File: src/rtl/bcd_convert_sched.sv
// Shared binary-to-BCD engine. It arbitrates round-robin among NUM_REQ requesters and runs one double-dabble step per clock.
// Define BCD_BLANK_EN to output leading zero digits as 4'hF (blank code). The units digit is never blanked.
module bcd_convert_sched #(
    parameter int NUM_REQ = 3,
    parameter int WIDTH   = 32,
    parameter int DIGITS  = 10,
    parameter int ID_W    = 2
) (
    input  logic                       clk,
    input  logic                       rst_n,
    input  logic [NUM_REQ-1:0]         req,
    input  logic [NUM_REQ*WIDTH-1:0]   req_data,
    output logic [NUM_REQ-1:0]         grant,
    output logic                       busy,
    output logic                       done,
    output logic [ID_W-1:0]            done_id,
    output logic [4*DIGITS-1:0]        bcd_out,
    output logic                       neg,
    output logic                       ovf
);
    localparam int BW = 4*DIGITS;
    localparam int CW = $clog2(WIDTH+1);

    typedef enum logic [1:0] {S_IDLE, S_CONVERT, S_DONE} state_e;

    state_e            state_q, state_d;
    logic [ID_W-1:0]   ptr_q, ptr_d, cur_q, cur_d, did_q, did_d, win, nxt;
    logic [WIDTH-1:0]  mag_q, mag_d, op;
    logic [BW-1:0]     scr_q, scr_d, bcd_q, bcd_d, adj, step_scr, shown;
    logic [CW-1:0]     cnt_q, cnt_d;
    logic              sov_q, sov_d, sgn_q, sgn_d, neg_q, neg_d, ovf_q, ovf_d;
    logic [2*NUM_REQ-1:0] req_rot;
    logic              found;
    logic [ID_W:0]     sum;

    // Rotate requests so that bit 0 is the requester at ptr. The lowest set bit wins.
    always_comb begin
        req_rot = {req, req} >> ptr_q;
        found   = 1'b0;
        sum     = '0;
        for (int o = NUM_REQ-1; o >= 0; o--) begin
            if (req_rot[o]) begin
                found = 1'b1;
                sum   = {1'b0, ptr_q} + (ID_W+1)'(o);
            end
        end
        if (sum >= (ID_W+1)'(NUM_REQ)) sum = sum - (ID_W+1)'(NUM_REQ);
        win = sum[ID_W-1:0];
        nxt = (win == ID_W'(NUM_REQ-1)) ? '0 : win + 1'b1;
        op  = req_data[win*WIDTH +: WIDTH];
    end

    // Double-dabble step: add 3 to every digit >= 5, then shift in the next magnitude bit.
    always_comb begin
        adj = scr_q;
        for (int k = 0; k < DIGITS; k++)
            adj[4*k +: 4] = (scr_q[4*k +: 4] >= 4'd5) ? scr_q[4*k +: 4] + 4'd3 : scr_q[4*k +: 4];
        step_scr = {adj[BW-2:0], mag_q[WIDTH-1]};
    end

`ifdef BCD_BLANK_EN
    logic lead;
    always_comb begin
        shown = step_scr;
        lead  = 1'b1;
        for (int k = DIGITS-1; k >= 0; k--) begin
            if (step_scr[4*k +: 4] != 4'd0) lead = 1'b0;
            if (lead && k != 0) shown[4*k +: 4] = 4'hF;
        end
    end
`else
    assign shown = step_scr;
`endif

    always_comb begin
        state_d = state_q;
        ptr_d   = ptr_q;
        cur_d   = cur_q;
        did_d   = did_q;
        mag_d   = mag_q;
        scr_d   = scr_q;
        cnt_d   = cnt_q;
        sov_d   = sov_q;
        sgn_d   = sgn_q;
        bcd_d   = bcd_q;
        neg_d   = neg_q;
        ovf_d   = ovf_q;
        grant   = '0;
        unique case (state_q)
            S_IDLE: if (found) begin
                grant[win] = 1'b1;
                mag_d   = op[WIDTH-1] ? (~op + 1'b1) : op;
                sgn_d   = op[WIDTH-1];
                scr_d   = '0;
                sov_d   = 1'b0;
                cnt_d   = CW'(WIDTH);
                cur_d   = win;
                ptr_d   = nxt;
                state_d = S_CONVERT;
            end
            S_CONVERT: begin
                scr_d = step_scr;
                mag_d = mag_q << 1;
                sov_d = sov_q | adj[BW-1];
                cnt_d = cnt_q - 1'b1;
                if (cnt_q == CW'(1)) begin
                    bcd_d   = shown;
                    neg_d   = sgn_q;
                    ovf_d   = sov_q | adj[BW-1];
                    did_d   = cur_q;
                    state_d = S_DONE;
                end
            end
            S_DONE:  state_d = S_IDLE;
            default: state_d = S_IDLE;
        endcase
    end

    always_ff @(posedge clk or negedge rst_n) begin
        if (!rst_n) begin
            state_q <= S_IDLE;
            ptr_q   <= '0;
            cur_q   <= '0;
            did_q   <= '0;
            mag_q   <= '0;
            scr_q   <= '0;
            cnt_q   <= '0;
            sov_q   <= 1'b0;
            sgn_q   <= 1'b0;
            bcd_q   <= '0;
            neg_q   <= 1'b0;
            ovf_q   <= 1'b0;
        end else begin
            state_q <= state_d;
            ptr_q   <= ptr_d;
            cur_q   <= cur_d;
            did_q   <= did_d;
            mag_q   <= mag_d;
            scr_q   <= scr_d;
            cnt_q   <= cnt_d;
            sov_q   <= sov_d;
            sgn_q   <= sgn_d;
            bcd_q   <= bcd_d;
            neg_q   <= neg_d;
            ovf_q   <= ovf_d;
        end
    end

    assign busy    = (state_q != S_IDLE);
    assign done    = (state_q == S_DONE);
    assign done_id = did_q;
    assign bcd_out = bcd_q;
    assign neg     = neg_q;
    assign ovf     = ovf_q;
endmodule

File: config.mk
export PLATFORM = sky130hd
export DESIGN_NAME = bcd_convert_sched
export DESIGN_NICKNAME = d
export VERILOG_FILES = /design/src/rtl/bcd_convert_sched.sv
export SDC_FILE = /design/constraint.sdc
export NUM_CORES = 1
export LEC_CHECK = 0
export ABC_AREA = 1
export CAP_MARGIN = 25
export CORE_MARGIN = 1.5
export CORE_UTILIZATION = 41
export DETAILED_ROUTE_END_ITERATION = 16
export PLACE_DENSITY = 0.69
export SYNTH_ARGS = -nofsm -noshare
export SYNTH_HDL_FRONTEND = slang
export SYNTH_SLANG_ARGS = --single-unit
File: constraint.sdc
create_clock -name clk -period 4 [get_ports clk]
set_input_delay 0.6 -clock clk [delete_from_list [all_inputs] [get_ports clk]]
set_output_delay 0.6 -clock clk [all_outputs]
set_load 0.005 [all_outputs]
==> metrics.md <==
| Metric | Value |
|---|---|
| Worst Setup Start Kind | input pin |
| WP data required | 3.40 ns |
| Clock Tree Buf Depth | 2 |
| Number of global-route vias before repair | 7494 |
| Max-Cap Viols | 0 |
| Initial antenna violation count | 0 |
| Final setup margin | 0.369 ns |
| Unrepaired setup endpoints after global routing | false |
| Mapped Nets | 1247 |
| Area delta synth->final | 29.2% |
| Status | finished clean |
| DP Cell Count | 1511 |
| Core footprint | 19500 um2 |
| Share of layout cells above drive strength 1 | 0.0821 |
| Crit path kind | input pin to output port |
| Detailed-route vias per instance | 4.91 |
| Synthesized instance count | 1122 |
| Slew headroom | 0.514 |
| Worst Hold Slack | 0.0108 ns |
| Antenna Violating Nets Remaining | 0 |
| First-pass GRT wire length | 35.5 mm |
| Clk pin slew, worst setup/hold paths | 0.05 ns |
| I/O pin count | 150 |
| Total die area | 20700 um2 |
| Multi-input gate area | 4090 um2 |
| Critical path capture point type | output port |
| DR iter-0 viols | 528 |
| Final hold violation count | 0 |
| DR WL/cell | 13.6 um |
| Pwr dens | 336 nW/um2 |
| Root Buffer | clkbuf_16 |
| Fillers | 1878 |
| # setup viols final | 0 |
| Final Slew Violations | 0 |
| Tightest Hold Check Type | input pin to async pin |
| Worst-margin pin slew | 0.727 ns |
| Hold Buf Count CTS | 0 |
| Count of cell types in the netlist | 39 |
| Crit Path Max Fanout | 19 |
| Register area | 3250 um2 |
| Post-cts repair resize count | 0 |
| DP Worst Slack | 0.104 ns |
| F_max | 0.275 GHz |
| Clock sinks | 130 |
| Worst reg2reg path startpoint | ptr_q[0] |
| Via Count | 7586 |
| Starting Density | 0.418 |
| Leakage | 5.10 nW |
| Dpl hpwl | 15.5 mm |
| Maximum VDD drop | 0.000210 V |
| Worst Path Arrival | 3.03 ns |
| Ant diodes | 0 |
| # rows | 51 |
| CTS tree | done |
| First-pass iteration count of the detailed router | 5 |
| Avg Cell Area, Syn | 7.25 um2 |
| Asr flop ratio synth | 1.00 |
| EDFF count, synth | 0 |
| Port bufs | 149 |
| Post-Route WL | 20.9 mm |
| Post-CTS Setup Inserts | 0 |
| Fin crit period | 3.63 ns |
| Nets | 1391 |
| DRC viols | 0 |
| Largest net degree at the start of global routing | 118 |
| Final Cycle Share | 0.908 |
| Sequential area share after synthesis | 0.400 |
| Final Skew | 0.00751 ns |
| R2R setup slack | 0.63 ns |
| Total CTS buffers | 17 |
| CTS H-Tree Depth | 4 |
| GRT overflow | 0 |
| Top FF cell, synth | dfrtp_1 |
| Critical path launch point | req[1] |
| Final std cells w/o fill | 1544 |
| Yosys reg bits | 130 |
| Worst-Skew Late Latency | 0.41 ns |
| Mapped Area | 8130 um2 |
| GRT Resource Usage Total | 0.214 |
| Synth warnings | 0 |
| DIE HEIGHT | 144 um |
| RePlAce Congestion | 0.903 |
| Die Wd | 144 um |
| Setup TNS | 0 ns |
==> power breakdown <==
group	switching (mW)	internal (mW)	total [mW]	leakage (nW)
logic	0.378	0.233	0.612	3.11
clock network	0.574	1.03	1.60	0.299
registers	0	1.32	1.32	1.69
==> logic make-up after synthesis <==
| kind of cell | count (synthesis) | synth area share |
|---|---|---|
| AND/OR/NAND/NOR | 545 | 0.296 |
| adder cells (fa/ha/maj) | 24 | 0.0369 |
| XOR/XNOR | 29 | 0.0312 |
| flip-flops | 130 | 0.400 |
| AO/OA/AOI/OAI | 199 | 0.138 |
| buffers and inverters | 195 | 0.0976 |
==> per-stage QoR <==
stage	power [mW]	util	instance area [um2]
4_1_cts	3.56	0.538	10500
3_3_place_gp	1.94	0.506	9860
6_report	3.53	0.540	10500
3_5_place_dp	1.94	0.506	9860
5_1_grt	3.70	0.540	10500
2_1_floorplan	1.73	-	8130
==> registers in the layout, indices dropped and copies added, names as in the netlist <==
signal,flops
bcd_out,40
cnt_q,6
cur_q,2
done_id,2
mag_q,32
neg,1
ovf,1
ptr_q,2
scr_q,40
sgn_q,1
sov_q,1
state_q,2
==> layout make-up <==
class	instances	share of cell area
sequential	130	0.310
clock buffer	20	0.0444
clock inverter	12	0.0146
timing repair buffer	163	0.154
tap	265	0.0316
inverter	157	0.0563
multi-input combinational	797	0.389
==> critical path, stage by stage <==
cell	delay (ns)
clkdlybuf4s50_1	0.50
inv_1	0.06
nand2_1	0.09
nand3_2	0.13
nand2_2	0.11
nor2_1	0.06
a21oi_1	0.22
nand2_4	0.15
nand2_8	0.17
nand2_4	0.13
nor2_1	0.23
clkdlybuf4s50_1	0.56
==> cells in the final DEF (no fill, tap or decap), types with 13 or more instances in the layout <==
cell type / count
nand2_1: 328
clkdlybuf4s50_1: 148
inv_1: 147
dfrtp_1: 130
o21ai_0: 95
nor2_1: 80
nand3_1: 80
o22ai_1: 40
a21oi_1: 34
xor2_1: 24
ha_1: 24
clkbuf_16: 17
nor2_2: 13
buf_4: 13
==> final timing paths <==
| kind | to | cells past startpoint |
|---|---|---|
| min in group clk | neg | 2 |
| max reg2reg | mag_q[30] | 18 |
| min | bcd_out[27] | 1 |
| max in group asynchronous | mag_q[27] | 3 |
| max | grant[0] | 12 |
| min reg2reg | neg | 2 |
==> layer usage <==
metal	GRT usage	up-vias	wire, um
met5	0	-	0
met4	0.0687	0	362
met3	0.0380	31	1190
met2	0.352	255	9620
met1	0.284	3423	9780
li1	-	3877	-
==> synth_stat cells, types with 2 or more instances <==
cell / instances / area, um2
a21oi_1: 34 / 170
buf_1: 2 / 7.51
buf_2: 5 / 25.0
buf_6: 7 / 78.8
clkbuf_1: 24 / 90.1
dfrtp_1: 130 / 3250
ha_1: 24 / 300
inv_1: 147 / 552
inv_2: 8 / 30.0
nand2_1: 329 / 1230
nand2_2: 10 / 62.6
nand2_4: 4 / 45.0
nand3_1: 80 / 400
nand3_2: 7 / 70.1
nand3_4: 2 / 35.0
nand4_1: 10 / 62.6
nor2_1: 81 / 304
nor2_2: 12 / 75.1
nor2_4: 5 / 56.3
o211ai_1: 5 / 37.5
o21ai_0: 95 / 475
o21ai_1: 6 / 30.0
o21ai_2: 2 / 17.5
o21bai_1: 11 / 82.6
o221ai_1: 2 / 17.5
o22ai_1: 40 / 250
xnor2_1: 5 / 43.8
xor2_1: 24 / 210
(Power assumes the default switching activity.)
